===== config.mk =====
export PLATFORM = sky130hd
export DESIGN_NAME = mult_row_sequencer
export DESIGN_NICKNAME = d
export VERILOG_FILES = /design/src/rtl/mult_row_sequencer.sv
export SDC_FILE = /design/constraint.sdc
export NUM_CORES = 1
export LEC_CHECK = 0
export CAP_MARGIN = 20
export CORE_MARGIN = 2
export CORE_UTILIZATION = 35
export CTS_CLUSTER_SIZE = 28
export DETAILED_ROUTE_END_ITERATION = 6
export GPL_TIMING_DRIVEN = 0
export SYNTH_ARGS = -nofsm -noshare
export SYNTH_HDL_FRONTEND = slang
export SYNTH_SLANG_ARGS = --single-unit

===== constraint.sdc =====
create_clock -name clk -period 4.5 [get_ports clk]
set_input_delay 1.35 -clock clk [delete_from_list [all_inputs] [get_ports clk]]
set_output_delay 1.35 -clock clk [all_outputs]
set_load 0.01 [all_outputs]

===== src/rtl/mult_row_sequencer.sv =====
// Sequential unsigned multiplier: one carry-save partial-product row per cycle,
// then a single carry-propagate add to resolve the upper product half.
module mult_row_sequencer #(
    parameter int unsigned WIDTH = 28
) (
    input  logic                 clk,
    input  logic                 reset,
    input  logic                 in_valid,
    output logic                 in_ready,
    input  logic [WIDTH-1:0]     a,
    input  logic [WIDTH-1:0]     b,
    output logic                 out_valid,
    input  logic                 out_ready,
    output logic [2*WIDTH-1:0]   product,
    output logic                 busy
);

    localparam int unsigned CNT_W  = (WIDTH > 1) ? $clog2(WIDTH) : 1;
    localparam int unsigned PROD_W = 2 * WIDTH;

    typedef enum logic [1:0] {
        S_IDLE    = 2'd0,
        S_ACCUM   = 2'd1,
        S_RESOLVE = 2'd2,
        S_DONE    = 2'd3
    } state_t;

    state_t              state_q, state_d;
    logic [WIDTH-1:0]    a_q, a_d;
    logic [WIDTH-1:0]    b_q, b_d;
    logic [WIDTH-1:0]    sum_q, sum_d;
    logic [WIDTH-1:0]    carry_q, carry_d;
    logic [WIDTH-1:0]    lo_q, lo_d;
    logic [CNT_W-1:0]    cnt_q, cnt_d;
    logic [PROD_W-1:0]   product_q, product_d;
    logic                in_ready_q, in_ready_d;
    logic                out_valid_q, out_valid_d;
    logic                busy_q, busy_d;

    logic [WIDTH-1:0]    pp;
    logic [WIDTH-1:0]    fa_sum;
    logic [WIDTH-1:0]    fa_carry;

    // One full-adder row: partial product folded into the carry-save pair
    always_comb begin
        pp       = a_q & {WIDTH{b_q[cnt_q]}};
        fa_sum   = pp ^ sum_q ^ carry_q;
        fa_carry = (pp & sum_q) | (pp & carry_q) | (sum_q & carry_q);
    end

    // Next-state, datapath updates and registered status flags
    always_comb begin
        state_d     = state_q;
        a_d         = a_q;
        b_d         = b_q;
        sum_d       = sum_q;
        carry_d     = carry_q;
        lo_d        = lo_q;
        cnt_d       = cnt_q;
        product_d   = product_q;

        unique case (state_q)
            S_IDLE: begin
                if (in_valid) begin
                    a_d     = a;
                    b_d     = b;
                    sum_d   = '0;
                    carry_d = '0;
                    lo_d    = '0;
                    cnt_d   = '0;
                    state_d = S_ACCUM;
                end
            end
            S_ACCUM: begin
                // Retire the row's LSB; the remaining value (fa_sum + 2*fa_carry) >> 1
                // is kept as a shifted sum plus an unshifted carry.
                lo_d    = {fa_sum[0], lo_q[WIDTH-1:1]};
                sum_d   = {1'b0, fa_sum[WIDTH-1:1]};
                carry_d = fa_carry;
                if (cnt_q == CNT_W'(WIDTH - 1)) begin
                    cnt_d   = '0;
                    state_d = S_RESOLVE;
                end else begin
                    cnt_d = cnt_q + CNT_W'(1);
                end
            end
            S_RESOLVE: begin
                // Upper half is provably below 2**WIDTH, so the add never overflows
                product_d = {WIDTH'(sum_q + carry_q), lo_q};
                state_d   = S_DONE;
            end
            S_DONE: begin
                if (out_ready) begin
                    state_d = S_IDLE;
                end
            end
            default: state_d = S_IDLE;
        endcase

        in_ready_d  = (state_d == S_IDLE);
        out_valid_d = (state_d == S_DONE);
        busy_d      = (state_d != S_IDLE);
    end

    // State and datapath registers, synchronous reset
    always_ff @(posedge clk) begin
        if (reset) begin
            state_q     <= S_IDLE;
            a_q         <= '0;
            b_q         <= '0;
            sum_q       <= '0;
            carry_q     <= '0;
            lo_q        <= '0;
            cnt_q       <= '0;
            product_q   <= '0;
            in_ready_q  <= 1'b1;
            out_valid_q <= 1'b0;
            busy_q      <= 1'b0;
        end else begin
            state_q     <= state_d;
            a_q         <= a_d;
            b_q         <= b_d;
            sum_q       <= sum_d;
            carry_q     <= carry_d;
            lo_q        <= lo_d;
            cnt_q       <= cnt_d;
            product_q   <= product_d;
            in_ready_q  <= in_ready_d;
            out_valid_q <= out_valid_d;
            busy_q      <= busy_d;
        end
    end

    assign in_ready  = in_ready_q;
    assign out_valid = out_valid_q;
    assign busy      = busy_q;
    assign product   = product_q;

endmodule


==> report_table.html, run 1 <==
<table>
<tr><th>Metric</th><th>Value</th></tr>
<tr><th colspan="2">Run status</th></tr>
<tr><td>Result of the run</td><td>finished clean</td></tr>
<tr><th colspan="2">Synth</th></tr>
<tr><td>Leading area contributor after synthesis</td><td>dfxtp_1</td></tr>
<tr><td>Post-Syn Nets</td><td>1338</td></tr>
<tr><td>Fraction of the mapped netlist area in adder cells</td><td>0.09526</td></tr>
<tr><td>Fraction of synthesized area in multiplexers</td><td>0.01949</td></tr>
<tr><td>EDFF count, synth</td><td>0</td></tr>
<tr><td>XOR/XNOR share of the synthesized area</td><td>0.009036</td></tr>
<tr><td>Number of warnings reported in the yosys synthesis log</td><td>0</td></tr>
<tr><td>Post-synthesis cell area</td><td>9693 um2</td></tr>
<tr><td>Post-synthesis sequential area ratio</td><td>0.4234</td></tr>
<tr><td>Top cell type's share of synthesized area</td><td>0.4234</td></tr>
<tr><td>Netlist cell types</td><td>63</td></tr>
<tr><td>Post-Syn Area per Cell</td><td>7.939 um2</td></tr>
<tr><td>Compound-gate portion of the synthesized area</td><td>0.1868</td></tr>
<tr><td>Synth area leaders</td><td>dfxtp_1, nand2_1, a21oi_1, nor2_1, fa_1</td></tr>
<tr><td>Top flip-flop cell by instance count after synthesis</td><td>dfxtp_1</td></tr>
<tr><td>Dominant combinational cell family by area after synthesis</td><td>simple AND/OR/NAND/NOR gates</td></tr>
<tr><td>Post-synthesis share of cell area spent on and, or, nand and nor gates</td><td>0.2081</td></tr>
<tr><td>Synth Instances</td><td>1221</td></tr>
<tr><td>Total of flip-flops plus latches after synthesis</td><td>205</td></tr>
<tr><td>Share of flip-flops with an asynchronous set or reset after synthesis</td><td>0</td></tr>
<tr><th colspan="2">Setup path</th></tr>
<tr><td>Worst flop-to-flop path startpoint</td><td>cnt_q[1]</td></tr>
<tr><td>CP Cell Sequence</td><td>clkdlybuf4s50_1 -&gt; clkbuf_1 -&gt; clkbuf_1 -&gt; clkbuf_1 -&gt; nor2_1</td></tr>
<tr><td>R2r worst-path depth</td><td>11</td></tr>
<tr><td>Highest fanout seen on the critical path</td><td>10</td></tr>
<tr><td>CP required</td><td>4.88 ns</td></tr>
<tr><td>Nature of the critical path endpoint</td><td>flip-flop</td></tr>
<tr><td>Type of element launching the critical path</td><td>input port</td></tr>
<tr><td>Crit path max-delay cell type</td><td>clkbuf_1</td></tr>
<tr><td>Critical path's largest stage delay</td><td>0.61 ns</td></tr>
<tr><td>Category of the most critical setup path</td><td>input port to flip-flop</td></tr>
<tr><td>Worst reg2reg path endpoint</td><td>sum_q[11]</td></tr>
<tr><td>Arrival time at the worst endpoint</td><td>3.67 ns</td></tr>
<tr><td>Cell occurring most often along the worst timing path</td><td>clkbuf_1</td></tr>
<tr><td>Register-to-Register Setup Slack</td><td>1.51 ns</td></tr>
<tr><th colspan="2">Layout</th></tr>
<tr><td>Antenna diode count</td><td>0</td></tr>
<tr><td>Ratio of cells with drive above 1 in the final layout</td><td>0.03988</td></tr>
<tr><td>Leading cell types in the layout, fill and taps excluded</td><td>nand2_1, dfxtp_1, a21oi_1</td></tr>
<tr><td>Number of nets in the layout</td><td>1481</td></tr>
<tr><td>Area added between synthesis and finish</td><td>24.32%</td></tr>
<tr><td>Leading cell type in the layout, fill and taps excluded</td><td>nand2_1</td></tr>
<tr><td>Non-Filler Instances</td><td>1751</td></tr>
<tr><th colspan="2">Routing</th></tr>
<tr><td>Post-detailed-route count of antenna-violating nets</td><td>0</td></tr>
<tr><td>Total Routed Length</td><td>26.97 mm</td></tr>
<tr><td>Vias post-DR</td><td>8728</td></tr>
<tr><td>Per-cell via count in the routed design</td><td>4.985</td></tr>
<tr><td>Pre-antenna DRT Iters</td><td>5</td></tr>
<tr><td>Average routed wire per standard cell</td><td>15.40 um</td></tr>
<tr><td>Iteration-0 DRC count of the detailed router</td><td>504</td></tr>
<tr><td>Post-detailed-route DRC marker count</td><td>0</td></tr>
<tr><th colspan="2">Global route</th></tr>
<tr><td>Peak-usage layer in the global routing report</td><td>met2</td></tr>
<tr><td>Number of antenna violations at the first check in global routing</td><td>0</td></tr>
<tr><td>Number of global-route vias before repair</td><td>8411</td></tr>
<tr><td>Overflow left after global routing</td><td>0</td></tr>
<tr><td>Routing usage on met1</td><td>0.2620</td></tr>
<tr><td>Met3 Track Usage GR</td><td>0.03581</td></tr>
<tr><td>Pin count of the biggest net entering global routing</td><td>13</td></tr>
<tr><td>Met2 Usage GRT</td><td>0.3035</td></tr>
<tr><td>Global-route usage over all layers</td><td>0.1883</td></tr>
<tr><td>Global-route wire length before repair</td><td>43.92 mm</td></tr>
<tr><th colspan="2">Power and ir drop</th></tr>
<tr><td>P_leak</td><td>4.084 nW</td></tr>
<tr><td>Peak supply drop</td><td>230.3 uV</td></tr>
<tr><td>PD cells</td><td>324.4 nW/um2</td></tr>
<tr><th colspan="2">Floorplan</th></tr>
<tr><td>Die extent in y</td><td>170.4 um</td></tr>
<tr><td>Initial core utilization</td><td>0.3577</td></tr>
<tr><td>Area inside the core boundary</td><td>27100 um2</td></tr>
<tr><td>Io pins</td><td>119</td></tr>
<tr><td>X dimension of the die</td><td>170.4 um</td></tr>
<tr><td>Die Outline Area</td><td>29040 um2</td></tr>
<tr><td>Number of cell rows</td><td>60</td></tr>
<tr><th colspan="2">Clocking</th></tr>
<tr><td>Clock tree from TritonCTS</td><td>yes</td></tr>
<tr><td>Clock slew seen by the registers of the worst setup and hold paths</td><td>0.06 ns</td></tr>
<tr><td>Hold buffer count at CTS</td><td>0</td></tr>
<tr><td>Count of instances resized after the clock tree is built</td><td>0</td></tr>
<tr><td>Clock sink total</td><td>205</td></tr>
<tr><td>Clock root buffer</td><td>clkbuf_16</td></tr>
<tr><td>Post-CTS setup buffer count</td><td>0</td></tr>
<tr><td>Maximum clock insertion buffer count</td><td>3</td></tr>
<tr><td>CTS H-tree depth</td><td>1</td></tr>
<tr><td>Num CTS Buffers</td><td>23</td></tr>
<tr><td>Clock latency on the worst-skew pair</td><td>0.53 ns</td></tr>
<tr><th colspan="2">Worst hold path</th></tr>
<tr><td>Destination of the worst hold path</td><td>a_q[9]</td></tr>
<tr><td>Worst Hold Class</td><td>flip-flop to flip-flop</td></tr>
<tr><td>Startpoint of the worst hold path</td><td>a_q[9]</td></tr>
<tr><td>Number of instances on the worst hold path</td><td>2</td></tr>
<tr><th colspan="2">Timing</th></tr>
<tr><td>Count of final hold-check violations</td><td>0</td></tr>
<tr><td>Setup repair after global routing missed its margin</td><td>false</td></tr>
<tr><td>Layout Skew</td><td>0.01948 ns</td></tr>
<tr><td>Final period util</td><td>0.7298</td></tr>
<tr><td>Post-route setup TNS</td><td>0 ns</td></tr>
<tr><td>Final-layout worst hold slack</td><td>0.4539 ns</td></tr>
<tr><td>Final count of negative-setup-slack endpoints</td><td>0</td></tr>
<tr><td>Pins Over Slew Limit</td><td>0</td></tr>
<tr><td>Worst path setup slack after routing</td><td>1.216 ns</td></tr>
<tr><td>Rel. slew slack</td><td>0.4591</td></tr>
<tr><td>Slew at the pin closest to its max-slew limit</td><td>0.8114 ns</td></tr>
<tr><td>Final period demand of the worst path</td><td>3.284 ns</td></tr>
<tr><td>Max Freq</td><td>304.5 MHz</td></tr>
<tr><th colspan="2">Placed design</th></tr>
<tr><td>Count of input and output buffers</td><td>118</td></tr>
<tr><td>Dpl cells</td><td>1711</td></tr>
<tr><td>Routability congestion estimate from global placement</td><td>0.9225</td></tr>
<tr><td>Total half-perimeter wirelength after legalization and detailed placement</td><td>19.96 mm</td></tr>
<tr><td>Setup WS pre-CTS</td><td>0.6478 ns</td></tr>
<tr><th colspan="2">Run</th></tr>
<tr><td>Max Cap Violations</td><td>0</td></tr>
</table>
sequential cells by signal (all words and copies together) (netlist names):
name       cells
out_valid      1
a_q           28
in_ready       1
carry_q       28
b_q           28
sum_q         27
product       56
cnt_q          5
lo_q          28
busy           1
state_q        2
worst max-delay path by stage:
| stage | startpoint | end | slack, ns | cells after the start |
|---|---|---|---|---|
| 2_1_floorplan | cnt_q[0] | sum_q[10] | 1.92 | 11 |
| 3_3_place_gp | reset | carry_q[22] | 0.70 | 5 |
| 3_5_place_dp | reset | carry_q[22] | 0.65 | 5 |
| 4_1_cts | reset | carry_q[22] | 1.19 | 5 |
| 5_1_grt | reset | carry_q[22] | 1.05 | 5 |
| 6_report | reset | carry_q[22] | 1.22 | 5 |
routing by layer:
layer,wire [um],up-vias,part of all wire
met3,1630,35,0.060
met5,0,-,0
met4,510,0,0.019
li1,-,4392,-
met2,12010,229,0.45
met1,12810,4072,0.48
stage by stage:
step | util | power [W] | cell area [um2]
floorplan | - | 0.002044 | 9693
global placement | 0.4184 | 0.002166 | 11340
detailed placement | 0.4184 | 0.002169 | 11340
CTS | 0.4446 | 0.003962 | 12050
global route | 0.4446 | 0.004058 | 12050
finish | 0.4446 | 0.003909 | 12050
layout make-up:
cell class / instances / area [um2]
Sequential cell: 205 / 4104
Clock inverter: 3 / 32.53
Inverter: 60 / 225.2
Timing Repair Buffer: 118 / 1181
Fill cell: 2801 / 15050
Clock buffer: 37 / 678.2
Multi-Input combinational cell: 873 / 5027
Buffer: 83 / 336.6
Tap cell: 372 / 465.4
Yosys cell counts, types with 3 or more instances:
cell type / count
a211oi_1: 5
a21boi_1: 3
a21o_1: 7
a21oi_1: 177
a22oi_1: 30
a31oi_1: 7
a32o_1: 6
and2_1: 3
and3_1: 4
buf_1: 8
buf_2: 5
clkbuf_1: 67
dfxtp_1: 205
fa_1: 28
ha_1: 29
inv_1: 60
mux4_2: 7
nand2_1: 250
nand2b_1: 3
nand3_1: 11
nand3b_1: 3
nand4_1: 7
nor2_1: 171
nor2b_1: 3
nor3_1: 11
o211ai_1: 9
o21a_1: 5
o21ai_0: 29
or3_1: 13
or4_1: 4
xnor2_1: 7
xor2_1: 3
report_power, final:
group	internal, W	total (W)	switching (W)
clock network	0.00103	0.00178	0.000750
registers	0.00185	0.00186	0.0000164
logic	0.000102	0.000261	0.000159
total	0.00298	0.00391	0.000926
kinds of logic after synthesis:
family / after synthesis
adder cells (fa/ha/maj): 57
AO/OA/AOI/OAI: 304
AND/OR/NAND/NOR: 492
buffers and inverters: 143
multiplexers: 10
flip-flops: 205
XOR/XNOR: 10
critical path: cells and delay by family:
kind / cells / cell delay (ns)
buf+inv: 4 / 2.19
simple gates: 1 / 0.11
Note: power is estimated with default switching activity, not from simulation.
==> inputs of run 2 (changes only) <==
- clock period: 4.5 -> 3.4 ns (I/O delays scaled with it)
==> results of run 2 <==
The final DEF is identical to that of run 1. Status: finished clean.
Main changes from that run: setup slack after placement 0.6478 ns -> -0.1222 ns; setup slack after layout 1.216 ns -> 0.4074 ns; start point of the critical path reset -> cnt_q[1]; end point of the critical path carry_q[22] -> sum_q[11]; register-to-register setup slack 1.51 ns -> 0.41 ns; total power 0.003909 W -> 0.005174 W; worst IR drop on VDD 230.3 uV -> 304.8 uV
